### config.mk
export PLATFORM = sky130hd
export DESIGN_NAME = iob_bus_arbiter
export DESIGN_NICKNAME = d
export VERILOG_FILES = /design/src/rtl/iob_bus_arbiter.sv
export SDC_FILE = /design/constraint.sdc
export NUM_CORES = 1
export LEC_CHECK = 0
export BUFFER_PORTS_ARGS = -buffer_cell sky130_fd_sc_hd__buf_2
export CAP_MARGIN = 20
export CORE_MARGIN = 8
export CORE_UTILIZATION = 33
export CTS_BUF_LIST = sky130_fd_sc_hd__clkbuf_4 sky130_fd_sc_hd__clkbuf_8 sky130_fd_sc_hd__clkbuf_16
export DETAILED_ROUTE_END_ITERATION = 12
export PLACE_DENSITY_LB_ADDON = 0.05
export SLEW_MARGIN = 20
export SYNTH_ARGS = -nofsm -noshare
export SYNTH_HDL_FRONTEND = slang
export SYNTH_SLANG_ARGS = --single-unit
### constraint.sdc
create_clock -name clk -period 5.71 [get_ports clk]
set_clock_uncertainty 0.15 [all_clocks]
set_input_delay 0.8565 -clock clk [delete_from_list [all_inputs] [get_ports clk]]
set_output_delay 0.8565 -clock clk [all_outputs]
set_load 0.02 [all_outputs]
### src/rtl/iob_bus_arbiter.sv
// iob_bus_arbiter: shares one native IOb slave port between two masters, one transaction at a time.
// Build option: define IOB_ARB_ROUND_ROBIN_EN for round-robin priority (default: m0 always wins ties).
module iob_bus_arbiter #(
    parameter int ADDR_W = 32,
    parameter int DATA_W = 32
) (
    input  logic                            clk,
    input  logic                            rst,
    input  logic [ADDR_W+DATA_W+DATA_W/8:0] m0_req,
    output logic [DATA_W:0]                 m0_resp,
    input  logic [ADDR_W+DATA_W+DATA_W/8:0] m1_req,
    output logic [DATA_W:0]                 m1_resp,
    output logic [ADDR_W+DATA_W+DATA_W/8:0] s_req,
    input  logic [DATA_W:0]                 s_resp,
    output logic [1:0]                      grant
);
    localparam int STRB_W = DATA_W / 8;
    localparam int REQ_W  = 1 + ADDR_W + DATA_W + STRB_W;
    localparam int PAY_W  = REQ_W - 1;

    typedef enum logic [0:0] {
        IDLE = 1'b0,
        BUSY = 1'b1
    } state_t;

    state_t           state_r;
    logic [1:0]       grant_r;
    logic [PAY_W-1:0] payload_r;

    logic             m0_valid_s;
    logic             m1_valid_s;
    logic             s_ready_s;
    logic             pick_m1_s;
    logic [PAY_W-1:0] win_payload_s;

`ifdef IOB_ARB_ROUND_ROBIN_EN
    // 1 when m1 held the port most recently; reset value makes m0 preferred.
    logic             last_m1_r;
`endif

    assign m0_valid_s    = m0_req[REQ_W-1];
    assign m1_valid_s    = m1_req[REQ_W-1];
    assign s_ready_s     = s_resp[0];
    assign win_payload_s = pick_m1_s ? m1_req[PAY_W-1:0] : m0_req[PAY_W-1:0];

    // Winner selection among the masters requesting in the current cycle
    always_comb begin
        pick_m1_s = 1'b0;
        if (m0_valid_s && m1_valid_s) begin
`ifdef IOB_ARB_ROUND_ROBIN_EN
            pick_m1_s = ~last_m1_r;
`else
            pick_m1_s = 1'b0;
`endif
        end else if (m1_valid_s) begin
            pick_m1_s = 1'b1;
        end else begin
            pick_m1_s = 1'b0;
        end
    end

    // Ownership FSM: capture the winner's request in IDLE, hold it until the slave answers
    always_ff @(posedge clk or posedge rst) begin
        if (rst) begin
            state_r   <= IDLE;
            grant_r   <= 2'b00;
            payload_r <= {PAY_W{1'b0}};
`ifdef IOB_ARB_ROUND_ROBIN_EN
            last_m1_r <= 1'b1;
`endif
        end else begin
            case (state_r)
                IDLE: begin
                    if (m0_valid_s || m1_valid_s) begin
                        state_r   <= BUSY;
                        grant_r   <= pick_m1_s ? 2'b10 : 2'b01;
                        payload_r <= win_payload_s;
`ifdef IOB_ARB_ROUND_ROBIN_EN
                        last_m1_r <= pick_m1_s;
`endif
                    end
                end
                BUSY: begin
                    // Payload is cleared on completion so s_req reads all-zero in IDLE.
                    if (s_ready_s) begin
                        state_r   <= IDLE;
                        grant_r   <= 2'b00;
                        payload_r <= {PAY_W{1'b0}};
                    end
                end
                default: begin
                    state_r   <= IDLE;
                    grant_r   <= 2'b00;
                    payload_r <= {PAY_W{1'b0}};
                end
            endcase
        end
    end

    // Response steering: only the granted master sees the slave response
    always_comb begin
        m0_resp = {(DATA_W+1){1'b0}};
        m1_resp = {(DATA_W+1){1'b0}};
        if (grant_r[0]) begin
            m0_resp = s_resp;
        end else if (grant_r[1]) begin
            m1_resp = s_resp;
        end else begin
            m0_resp = {(DATA_W+1){1'b0}};
            m1_resp = {(DATA_W+1){1'b0}};
        end
    end

    assign s_req = {(state_r == BUSY), payload_r};
    assign grant = grant_r;

endmodule

=== Yosys cells after proc, flatten, opt, wreduce, memory -nomap -nowiden ===
Index checks and enable logic that the tools add are counted.
W data, S select, Z words.

* Bits in registers: 71
* Bits in latches: 0
* Memory bits (writable): 0
* ROM bits: 0
* Input port bits: 173
* Output and inout port bits: 137
* Word-level logic and storage cells: 25
* Memories: 0

* Add/sub/neg operators: 0
* Multipliers: 0
* Divide/modulo/power cells: 0
* Magnitude comparators: 0
* Equality and inequality tests: 2
* Shift-type cells: 0
* Mux-type cells: 16
* Bitwise operators: 1
* Reduce and logical (&&, ||, !) cells: 3

{| class="wikitable"
|+ Operators by type and width
! operator !! count
|-
| $mux W68 || 3
|-
| $pmux W68 S2 || 1
|-
| $mux W33 || 3
|-
| $mux W2 || 3
|-
| $mux W1 || 4
|-
| $ne A2 B2 Y1 const B || 2
|-
| $pmux W2 S2 || 1
|-
| $pmux W1 S2 || 1
|-
| $reduce_and A2 Y1 || 1
|-
| $logic_and A1 B1 Y1 || 1
|-
| $logic_or A1 B1 Y1 || 1
|-
| $not A1 Y1 || 1
|}

=== Logic depth before layout (Yosys ltp) ===
* Word-level depth: 5
* Gate-level depth with buffers: 7
* Depth with buffers taken out: 3

=== Worst setup path before layout ===
Ideal clock, no wire load.

* Path kind: flip-flop to output port
* Start: reg grant_r[0] (netlist: grant[0])
* End: out m1_resp[10]
* Arrival time: 1231 ps
* Data required time: 4703 ps
* Path slack: 3473 ps
* Stages on the path, launching flop included: 4
* Buffers on the path: 1
* Cell sequence: dfrtp_1 -> nor2b_1 -> clkbuf_1 -> and2_1

* Longest elaborated chain between the ends: 1

{| class="wikitable"
|+ Ends and longest elaborated chain
! what !! line !! RTL
|-
| start, declared || 27 || <nowiki>logic [1:0] grant_r;</nowiki>
|-
| start signal, assigned || 76 || <nowiki>grant_r <= pick_m1_s ? 2'b10 : 2'b01;</nowiki>
|-
| $mux W33 || 104 || <nowiki>if (grant_r[0]) begin</nowiki>
|-
| end, declared || 12 || <nowiki>output logic [DATA_W:0] m1_resp,</nowiki>
|}

Every way passes these cells.

=== Worst setup path in the final report ===
* Start: reg state_r
* End: out s_req[68]

{| class="wikitable"
|+ RTL lines
! what !! line !! RTL
|-
| start, declared || 26 || <nowiki>state_t state_r;</nowiki>
|-
| start signal, assigned || 65 || <nowiki>state_r <= IDLE;</nowiki>
|-
| start signal, assigned || 75 || <nowiki>state_r <= BUSY;</nowiki>
|-
| start signal, assigned || 86 || <nowiki>state_r <= IDLE;</nowiki>
|-
| end, declared || 13 || <nowiki>output logic [ADDR_W+DATA_W+DATA_W/8:0] s_req,</nowiki>
|}

No word-level cell between the ends.

==> run metrics <==
largest area contributor in the netlist dfrtp_1; critical path launch point type register; global-route wire length before repair 24.3 mm; Leak 3.81 nW; Slew Viols, Final 0; worst rel slew slack 37.7%; warning count from the yosys run 0; Cell variety after synth 20; largest net degree at the start of global routing 72; post-layout net count 924; die area 17000 um2; drt wl/cell 17.1 um; sequential share of the synthesized area 41.0%; final hold vios 0; Layout Cells excl Fill 933; Cell Area, Synth 4330 um2; Post-synth EDFFs 0; CTS tree done; port buffer count 309; synth top area cells dfrtp_1 41%, o22a_1 14%, inv_1 12%, a221oi_1 9.7%, and2_1 9.5%; Initial Utilization 33.2%; fraction of registers with async set or reset after synthesis 100%; Max Cap Viol 0; Max IR drop VDD 123 uV; fin worst setup slack 2.71 ns; share of the synthesized area in the top cell type 41.0%; Crit. End Element output pin; DRT Pass-1 Iters 5; # hold bufs at CTS 0; crit path time final 3.00 ns; Via-to-Cell Ratio 4.75; P&R area growth vs syn 44.9%; WL final 15.9 mm; Synth Flop Type dfrtp_1; residual DRC count 0; critical path class register to output pin; actual slew at the worst max-slew pin 0.934 ns; setup bufs post-CTS 0; GRT Util Overall 18.0%; period utilization 52.5%; Finished Cell Area 6280 um2; HP Class register to register; Post-Syn Instances 469; syn nets 642; most frequent cell after synthesis inv_1; synthesized area per cell 9.24 um2; Cell Pwr Density 292 nW/um2; initial DRC count 221; core area 13000 um2; setup_tns 0 ns; clk slew on worst S/H paths 0.05 ns; DP Cell Count 915; clock buffer count from CTS 9; number of global-route vias before repair 4562; Clk Latency, worst-skew pair 0.32 ns; Worst EP arrival 1.99 ns; Yosys reg bits 71; clock tree buffer depth 2; via count 4431; post-detail-place hpwl 12.1 mm; Final setup violation count 0; status complete, no violations; dpl cell area 5940 um2; Clock Sinks 71; Place WS 2.57 ns; initial antenna violation count 2; post_cts resized 0; DIE HEIGHT 131 um; WP data required 4.70 ns; # rows 42; RSZ-0062 raised after global routing false; io pins 310; share of cells above drive strength 1 47.4%; grt total ovfl 0; commonest cells in the netlist 138 x inv_1, 71 x dfrtp_1, 68 x o22a_1, 66 x and2_1, 48 x a221oi_1; routability congestion estimate 0.768; CTS root buffer clkbuf_16; Max H-tree Level 3; CP max FO 43; antenna-violating nets left 0; FMAX 334 MHz; die width 131 um
==> layout by cell type, fill, tap and decap left out, drive strengths merged <==
cell / netlist / final
clkbuf: 22 / 11
clkinv: 0 / 3
diode: 0 / 2
inv: 138 / 137
and2: 66 / 66
nor2b: 3 / 3
dfrtp: 71 / 71
nor3: 1 / 1
nor2: 2 / 2
bufinv: 0 / 2
a21oi: 2 / 2
nand2: 2 / 2
a221oi: 68 / 68
o22a: 68 / 68
o22ai: 1 / 1
buf: 24 / 317
o31ai: 1 / 1
==> logic make-up after synthesis <==
group	count (synthesis)	synth area share, %
DFF	71	41.0
AOI/OAI and AO/OA	140	30.9
and+or+nand+nor	74	10.6
buffers and inverters	184	17.4
==> metal layers <==
| layer | vias to the layer above | track usage, % | share of wire, % |
|---|---|---|---|
| met5 | - | 0 | 0 |
| met4 | 0 | 4.86 | 1.6 |
| met3 | 14 | 5.44 | 8.7 |
| met2 | 174 | 30.2 | 49 |
| met1 | 2091 | 22.0 | 41 |
| li1 | 2152 | - | - |
==> report_power, final <==
part / internal, mW / switching (mW)
clock: 0.395 / 0.202
combinational: 0.232 / 0.356
sequential: 0.585 / 0.0610
==> per-stage QoR <==
stage / total power, mW / hold slack [ns] / util, %
global placement: 1.24 / 0.336 / 45.5
detailed placement: 1.25 / 0.324 / 45.5
finish: 1.83 / 0.333 / 48.2
CTS: 1.85 / 0.336 / 48.0
global route: 1.93 / 0.360 / 48.2
floorplan: 1.01 / 0.456 / -
==> cell type report <==
class	count	area (um2)
multi-input cells	214	1820
clock buffers	11	246
repair buffers	317	1620
flip-flops and latches	71	1780
well taps	176	220
fillers	1356	6760
inverters	138	519
clock inverters	4	70.1
diodes	2	5.00
==> critical path: stages, from the launching register on <==
cell	delay, ns
dfrtp_2	0.75
buf_4	0.58
buf_2	0.28
==> final timing paths <==
kind,startpoint,endpoint,slack (ns),cells past startpoint
setup reg to reg,state_r$_DFF_PP0_,payload_r[66]$_DFFE_PP0P_,3.25,4
min in group asynchronous,rst,payload_r[49]$_DFFE_PP0P_,0.64,3
hold reg to reg,payload_r[12]$_DFFE_PP0P_,payload_r[12]$_DFFE_PP0P_,0.33,1
max in group asynchronous,rst,state_r$_DFF_PP0_,4.08,3
hold / removal,payload_r[12]$_DFFE_PP0P_,payload_r[12]$_DFFE_PP0P_,0.33,1
setup / recovery,state_r$_DFF_PP0_,s_req[68],2.71,2
==> flip-flops by register name (all words and copies together), names as in the netlist <==
signal and cells:
state_r 1, grant 2, payload_r 68
(Power assumes the default switching activity.)
